File: src/rtl/serial_sub_ctrl.sv
// serial_sub_ctrl: bit-serial LSB-first unsigned subtractor with start/busy/done handshake
module serial_sub_ctrl #(
  parameter int WIDTH = 8
) (
  input  logic             clk,
  input  logic             rst_n,
  input  logic             start,
  input  logic [WIDTH-1:0] a,
  input  logic [WIDTH-1:0] b,
  output logic             busy,
  output logic             done,
  output logic [WIDTH-1:0] diff,
  output logic             borrow
);
  localparam int cw = $clog2(WIDTH + 1);
  localparam logic [cw-1:0] last_cnt = cw'(WIDTH - 1);
  typedef enum logic [1:0] {IDLE, RUN, DONE} state_t;
  state_t state, state_nx;
  logic [WIDTH-1:0] ra, rb, sh;
  logic [WIDTH-2:0] pd;
  logic [cw-1:0] cnt;
  logic br, br_nx, d, last;
  always_comb begin
    d        = ra[0] ^ rb[0] ^ br;
    br_nx    = (~ra[0] & rb[0]) | (~(ra[0] ^ rb[0]) & br);
    sh       = {d, pd};
    last     = cnt == last_cnt;
    state_nx = state == IDLE ? (start ? RUN : IDLE) :
               state == RUN  ? (last ? DONE : RUN) : IDLE;
    busy     = state == RUN;
    done     = state == DONE;
  end
  always_ff @(posedge clk or negedge rst_n)
    if (!rst_n) state <= IDLE;
    else        state <= state_nx;
  always_ff @(posedge clk or negedge rst_n) begin
    if (!rst_n) begin
      ra     <= '0;
      rb     <= '0;
      pd     <= '0;
      br     <= 1'b0;
      cnt    <= '0;
      diff   <= '0;
      borrow <= 1'b0;
    end else if (state == IDLE && start) begin
      ra  <= a;
      rb  <= b;
      pd  <= '0;
      br  <= 1'b0;
      cnt <= '0;
    end else if (state == RUN) begin
      ra  <= ra >> 1;
      rb  <= rb >> 1;
      pd  <= sh[WIDTH-1:1];
      br  <= br_nx;
      cnt <= cnt + cw'(1);
      if (last) begin
        diff   <= sh;
        borrow <= br_nx;
      end
    end
  end
endmodule
File: config.mk
export PLATFORM = sky130hd
export DESIGN_NAME = serial_sub_ctrl
export DESIGN_NICKNAME = d
export VERILOG_FILES = /design/src/rtl/serial_sub_ctrl.sv
export SDC_FILE = /design/constraint.sdc
export NUM_CORES = 1
export LEC_CHECK = 0
export CORE_MARGIN = 1.5
export CORE_UTILIZATION = 42
export DETAILED_ROUTE_END_ITERATION = 8
export GPL_ROUTABILITY_DRIVEN = 0
export GPL_TIMING_DRIVEN = 1
export PLACE_DENSITY = 0.67
export SYNTH_ARGS = -nofsm -noshare
export SYNTH_HDL_FRONTEND = slang
export SYNTH_SLANG_ARGS = --single-unit
File: constraint.sdc
create_clock -name clk -period 2.05 [get_ports clk]
set_input_delay 0.41 -clock clk [delete_from_list [all_inputs] [get_ports clk]]
set_output_delay 0.41 -clock clk [all_outputs]
set_load 0.005 [all_outputs]
Word level (Yosys, flattened, before mapping)
Cells that the tools add are included.

operators by class
  add/subtract/negate cells = 1
  eq/ne operators = 3
  mux-type cells = 14
  bitwise gates (word level) = 8
  reductions and logical operators = 4

operator list
  cell                                                              count
  8-bit 2-to-1 mux                                                  4
  7-bit 2-to-1 mux                                                  2
  4-bit 2-to-1 mux                                                  2
  2-bit 2-to-1 mux                                                  3
  4-bit by 1-bit adder with 4-bit output (second input constant)    1
  4-bit by 3-bit == test with 1-bit output (second input constant)  1
  1-bit 2-to-1 mux                                                  3
  1-bit inverter                                                    3
  3-bit AND reduction                                               1
  1-bit AND                                                         2
  2-bit by 1-bit == test with 1-bit output (second input constant)  1
  2-bit == test (second input constant)                             1
  2-bit logical NOT                                                 1
  2-bit nonzero test                                                1
  1-bit bitwise XOR                                                 2
  1-bit logical AND                                                 1
  1-bit bitwise OR                                                  1

storage, ports and cells
  flip-flop bits (word level) = 39
  input port bits = 19
  output and inout port bits = 11
  word-level logic and storage cells = 38

Logic depth before layout (Yosys ltp)
Gate-level depths: netlist (run 1).

  depth in word-level cells = 6
  mapped depth = 5
  gate-level depth less buffers = 4

Worst setup path before layout (run 1)
OpenSTA, ideal clock, no wires.

  path kind = reg2reg
  start = reg cnt[0]
  end = reg diff[0]
  setup time = 0.125 ns
  arrival time = 1.374 ns
  required time = 1.925 ns
  setup slack = 0.551 ns
  cell stages (with the launch flop) = 5
  path buffers = 0
  period minus slack after synthesis = 1.499 ns
  cells stage by stage = dfrtp_1 -> ha_1 -> nand2_2 -> nor3_4 -> mux2_2

on the way
  word-level cells in the longest chain between the ends = 2

ends and longest elaborated chain
  item                                      line  source
  start, declared                           21    logic [cw-1:0] cnt;
  start signal, assigned                    56    cnt <= cnt + cw'(1);
  4-bit by 3-bit == test with 1-bit output  27    last = cnt == last_cnt;
  3-bit AND reduction (no line)             -
  end signal, assigned                      58    diff <= sh;
  end, declared                             12    output logic [WIDTH-1:0] diff,

No other way between the ends.
A chain may end at the register's enable or synchronous reset.

Worst setup path in the final report (run 1)
  start = reg state[1]
  end = out done

on the way
  word-level cells in the longest chain between the ends = 1

ends and longest elaborated chain
  item                    line  source
  start, declared         18    state_t state, state_nx;
  start signal, assigned  35    else state <= state_nx;
  2-bit == test           31    done = state == DONE;
  end, declared           11    output logic done,

No other way between the ends.

==> key figures, run 1 <==
Synth
  – Mapped cell area: 1682 sq um
  – Syn Nets: between 150 and 200
  – Avg Inst Size Synth: between 10 and 15 sq um
  – Cell accounting for the most synthesized area: dfrtp_1
  – Simple-gate share of the synthesized area: under 10%
  – Mux share of post-synthesis cell area: 6.548%
  – Yosys warns: 0
  – Main combinational cell family by area after synthesis: compound AO/OA/AOI/OAI gates
  – Synth Register Bits: 39
  – Mapped Cells: around 150
  – Register area share after synthesis: between 50% and 60%
  – Top-count cell post-synth: dfrtp_1
  – Async SR Flop Fraction: between 90% and 100%
  – Post-Synth XOR/XNOR Area: 0%
  – Yosys top cell area share: 58.04%
  – Ys flop type: dfrtp_1
  – Post-synth top cells: dfrtp_1, o21ai_0, a22oi_1
  – Adder and majority gate portion of the synthesized area: 1.935%
  – Count of cell types in the netlist: 27
  – Compound-Gate Fraction of Synth Area: 21.21%
  – Ranking of synthesized cells by area: dfrtp_1, a22oi_1, mux2_2
  – Post-synth EDFFs: 0

Place
  – Post-DP HPWL: 2470 um
  – Port Buffers: 29
  – Dpl ws: 0.1886 ns

Timing
  – Fin. Hold Viols: 0
  – Clk_skew: 0.003612 ns
  – Count of pins over their slew limit: 0
  – Final WS setup: 0.1129 ns
  – Worst slew pin tran: 0.5048 ns
  – Maximum clock frequency: approximately 0.52 GHz
  – Slew margin rel.: between 60% and 70%
  – Post-route setup TNS: 0 ns
  – Unrepaired setup endpoints after global routing: no
  – Fin crit share: 94.49%
  – Min Tclk post-route: 1.937 ns
  – Setup violators final: 0

Setup path
  – Crit-path cells: buf_6 > nor2b_1 > clkdlybuf4s50_1
  – Reg2reg start: cnt[0]$_DFFE_PN0P_
  – Startpoint Class: register
  – Setup Crit Path Kind: register to output port
  – RR Endpoint: diff[2]$_DFFE_PN0P_
  – R2R depth: 4
  – WP data required: 1.64 ns
  – Critical path startpoint: state[1]$_DFF_PN0_
  – R2r setup slk: 0.38 ns
  – Worst Path Max Fanout: 19
  – Critical Path End Type: output port
  – Crit path DAT: 1.53 ns
  – CP max stage cell: clkdlybuf4s50_1
  – Largest stage delay, worst path: 0.51 ns

Drt
  – Pre-antenna DRT Iters: 4
  – Final ANT Viol Nets: 0
  – Via density: 5.388
  – Initial DRC count: 56
  – Vias: about 1300
  – DRC Markers: 0
  – Post-Route WL: 3409 um
  – Drt wl/cell: 14.69 um

Clocking
  – Clock Pin Slew Worst Setup and Hold Paths: 0.07 ns
  – Cts bufs inserted: 5
  – Clk Latency, worst-skew pair: 0.28 ns
  – Root buffer cell: clkbuf_8
  – Hold buffer count at CTS: 0
  – Clock tree buffer depth: 2
  – Num Clock Sinks: 39
  – H-tree depth: 2
  – CTS tree: done

Die
  – Starting Density: 44.92%
  – Die ar.: around 4400 sq um
  – # rows: 22
  – I/O Pins: 30
  – Die H: 66.28 um
  – Core area: about 3700 sq um
  – Die width: 66.28 um

Global route
  – Total GRT Usage: between 10% and 20%
  – Wire length of the first global-routing pass: 6003 um
  – Largest net degree at the start of global routing: 24
  – Initial antenna violation count: 0
  – Gr ovfl total: 0
  – Vias in the first global route: 1272

Worst hold path
  – HP Class: primary input to async pin

Final layout
  – Layout cells sized above 1: 15.22%
  – Antenna cell count: 0
  – FF+latch area: 975.9 sq um
  – Nets@finish: 206
  – Fin util: 57.49%
  – Area grow syn2layout: 27.98%
  – Filler instances: ~350
  – Footprint of the multi-input gates: between 600 and 700 sq um

Run status
  – Status: finished, final reports clean

Power
  – Worst vdd ir: between 500 and 600 uV
  – Leakage: 0.9471 nW
  – Pwr/cell area: 1367 nW/um^2

Run
  – Number of max-cap violations: 0
[timing repair]
item,in CTS,in global routing
resized for setup,0,1
setup endpoints to repair,0,1
buffers inserted,0,0
[power breakdown]
group / internal (mW) / switching (mW) / leakage (nW)
Sequential: 1.10 / 0.229 / 0.503
Clock: 0.226 / 0.237 / 0.0371
Combinational: 0.621 / 0.532 / 0.407
[per-stage QoR]
| step | area, sq um | power [mW] | hold slack (ns) | cells |
|---|---|---|---|---|
| 2_1_floorplan | 1682 | 2.006 | 0.1144 | 146 |
| 3_3_place_gp | 2076 | 2.445 | 0.3964 | 226 |
| 3_5_place_dp | 2076 | 2.502 | 0.4079 | 226 |
| 4_1_cts | 2148 | 2.969 | 0.09605 | 232 |
| 5_1_grt | 2152 | 3.194 | 0.1116 | 232 |
| 6_report | 2152 | 2.942 | 0.08647 | 232 |
[critical path, delay by kind of cell (launching register included)]
kind / cells / cell delay [ns]
buf+inv: 2 / 0.70
flops: 1 / 0.38
simple gates: 1 / 0.16
[cells in the final DEF (no fill, tap or decap), types with 2 or more instances in the layout]
cell	instances
clkbuf_8	5
a21oi_1	9
inv_1	5
clkdlybuf4s50_1	28
nor2_1	2
and2b_1	2
mux2i_1	2
a22oi_1	14
mux2_2	8
nand2_1	10
buf_4	10
nor2b_1	9
dfrtp_1	39
a22o_1	8
o21ai_0	17
[logic make-up (layout without fill, tap and decap cells)]
logic type,Yosys count,after routing
multiplexers,10,10
AND/OR/NAND/NOR,27,27
adder cells (fa/ha/maj),2,2
buffers and inverters,14,52
flip-flops,39,39
AO/OA/AOI/OAI,54,54
[how the worst max path moves through the flow]
stage,end,slack [ns],cells past startpoint
4_1_cts,done,0.07,3
2_1_floorplan,diff[0]$_DFFE_PN0P_,0.55,4
5_1_grt,busy,0.02,3
3_5_place_dp,ra[3]$_DFFE_PN0P_,0.19,4
3_3_place_gp,ra[1]$_DFFE_PN0P_,0.30,4
6_report,done,0.11,3
[per-layer routing]
| layer | vias up | global-route usage (%) | share of wire (%) | wire [um] |
|---|---|---|---|---|
| met4 | 0 | 6.122 | 1.6 | 53 |
| met3 | 6 | 5.963 | 4.0 | 138 |
| li1 | 600 | - | - | - |
| met1 | 618 | 23.18 | 46 | 1555 |
| met5 | - | 0 | 0 | 0 |
| met2 | 26 | 30.13 | 49 | 1662 |
[registers in the layout, summed over array words and instances, names as in the netlist]
name    flops
diff        8
cnt         4
state       2
pd          7
borrow      1
rb          8
br          1
ra          8
[layout make-up]
| type | count | area share, % |
|---|---|---|
| Inverter | 6 | 1.047 |
| Multi-Input combinational cell | 93 | 30.17 |
| Timing Repair Buffer | 40 | 17.27 |
| Sequential cell | 39 | 45.35 |
| Tap cell | 48 | 2.791 |
| Clock buffer | 6 | 3.372 |
No activity file was read; power rests on OpenSTA's default activity.
==> inputs of run 2 (changes only) <==
- CAP_MARGIN: not set -> 5
- CELL_PAD_IN_SITES_DETAIL_PLACEMENT: not set -> 0
- CELL_PAD_IN_SITES_GLOBAL_PLACEMENT: not set -> 2
- CORE_UTILIZATION: 42 -> 33
- PLACE_DENSITY: 0.67 -> 0.78
==> run 2 against run 1 <==
Register-to-register slack improved by 0.15 ns. Critical path depth unchanged. Worst setup slack got worse by 0.021 ns. Clock power increased by 42%. Critical path type unchanged. Sequential power about the same. Die area increased by 26%.
==> key figures, run 2 (synthesis gave the netlist of run 1 again) <==
Power
  – Worst vdd ir: 519.5 uV
  – Pwr/cell area: 1423 nW/um^2
  – Leakage: 0.9536 nW

Run status
  – Status: finished, final reports clean

Clocking
  – CTS tree: done
  – Hold buffer count at CTS: 0
  – Post-CTS setup buffers: 0
  – Clock Pin Slew Worst Setup and Hold Paths: 0.08 ns
  – Clk Latency, worst-skew pair: 0.29 ns
  – Root buffer cell: clkbuf_8
  – H-tree depth: 2
  – Num Clock Sinks: 39
  – Cells resized by post-CTS repair: 0
  – Cts bufs inserted: 5
  – Clock tree buffer depth: 2

Die
  – Starting Density: 34.91%
  – Die ar.: 5533 sq um
  – # rows: 25
  – I/O Pins: 30
  – Core area: 4817 sq um
  – Die width: 74.39 um
  – Die H: around 74 um

Place
  – Post-DP HPWL: around 2300 um
  – Port Buffers: 29
  – Post-DP Area: 2077 sq um

Run
  – Number of max-cap violations: 0

Drt
  – Final ANT Viol Nets: 0
  – Post-Route WL: between 3000 and 4000 um
  – Drt wl/cell: 13.66 um
  – Vias: between 1000 and 1500
  – DRC Markers: 0
  – Initial DRC count: between 60 and 70
  – Via density: ~5
  – Pre-antenna DRT Iters: 4

Timing
  – Setup violators final: 0
  – Count of pins over their slew limit: 0
  – Fin. Hold Viols: 0
  – Post-route setup TNS: 0 ns
  – Slew margin rel.: 67.86%
  – Clk_skew: roughly 0.0067 ns
  – Worst slew pin tran: 0.4821 ns
  – Maximum clock frequency: 0.5106 GHz
  – Min Tclk post-route: roughly 2.0 ns
  – Unrepaired setup endpoints after global routing: no
  – Fin crit share: approximately 96%

Worst hold path
  – HP Class: primary input to async pin

Final layout
  – Antenna cell count: 0
  – Post-Layout Inst Area: 2193 sq um
  – Most frequent cells in the layout: dfrtp_1, clkdlybuf4s50_1, o21ai_0
  – Layout cells sized above 1: 15.30%
  – Nets@finish: 203
  – Biggest regs: diff x8, ra x8, rb x8
  – Commonest non-fill, non-tap cell in the layout: dfrtp_1
  – Area grow syn2layout: 30.43%

Setup path
  – Worst Path Max Fanout: 4
  – R2r setup slk: around 0.53 ns
  – WP data required: 1.64 ns
  – R2R depth: 5
  – Reg2reg start: cnt[0]$_DFFE_PN0P_
  – Setup Crit Path Kind: register to output port
  – Critical Path End Type: output port
  – Startpoint Class: register
  – Crit path DAT: approximately 1.6 ns
  – RR Endpoint: diff[4]$_DFFE_PN0P_

Global route
  – Vias in the first global route: 1234
  – Total GRT Usage: 13.73%
  – Largest net degree at the start of global routing: 40
  – Wire length of the first global-routing pass: 5761 um
  – Initial antenna violation count: 0
  – Gr ovfl total: 0
## run 2: changes by cell type in the layout (fill, tap and decap cells not counted), sizes merged
cell and change:
clkbuf -1, bufinv +1, clkinv +1, inv +1
buf -3
## run 2: worst max-delay path by stage
| stage | end | from |
|---|---|---|
| 5_1_grt | busy | state[1]$_DFF_PN0_ |
| 2_1_floorplan | diff[0]$_DFFE_PN0P_ | cnt[0]$_DFFE_PN0P_ |
| 3_3_place_gp | ra[1]$_DFFE_PN0P_ | start |
| 3_5_place_dp | ra[3]$_DFFE_PN0P_ | start |
| 4_1_cts | busy | state[1]$_DFF_PN0_ |
| 6_report | busy | state[1]$_DFF_PN0_ |
## run 2: worst max-delay path, stage by stage (launching register included)
cell and delay, ns:
dfrtp_1 0.42, nand2b_1 0.24, clkinv_1 0.11, clkdlybuf4s50_1 0.50
## run 2: routing by layer
metal	GRT usage [%]	part of all wire, %
met1	17.73	46
met2	23.12	48
met3	4.201	5.7
met4	2.424	0.85
met5	0	0
## run 2: through the flow
step | hold WS [ns] | util [%] | total power [mW] | worst slack, ns | cells
6_report | 0.1601 | 45.53 | 3.121 | 0.09144 | 250
5_1_grt | 0.1991 | 45.53 | 3.364 | 0.01730 | 250
4_1_cts | 0.1721 | 45.53 | 3.157 | 0.07719 | 250
3_5_place_dp | 0.4750 | 43.12 | 2.494 | 0.08198 | 242
3_3_place_gp | 0.4640 | 43.12 | 2.444 | 0.1609 | 242
2_1_floorplan | 0.1144 | - | 2.006 | 0.5514 | 146
## run 2: where the power goes
| part | internal (mW) | total, mW | switching (mW) |
|---|---|---|---|
| registers | 1.09 | 1.32 | 0.228 |
| clock network | 0.369 | 0.660 | 0.291 |
| logic | 0.608 | 1.14 | 0.530 |
| total | 2.07 | 3.12 | 1.05 |
## run 2: area by class of cell
class	instances	area [sq um]
Multi-Input combinational cell	93	649.4
Fill cell	471	2624
Clock buffer	5	68.82
Sequential cell	39	975.9
Tap cell	67	83.83
Inverter	6	22.52
Timing Repair Buffer	37	345.3
Clock inverter	3	47.55
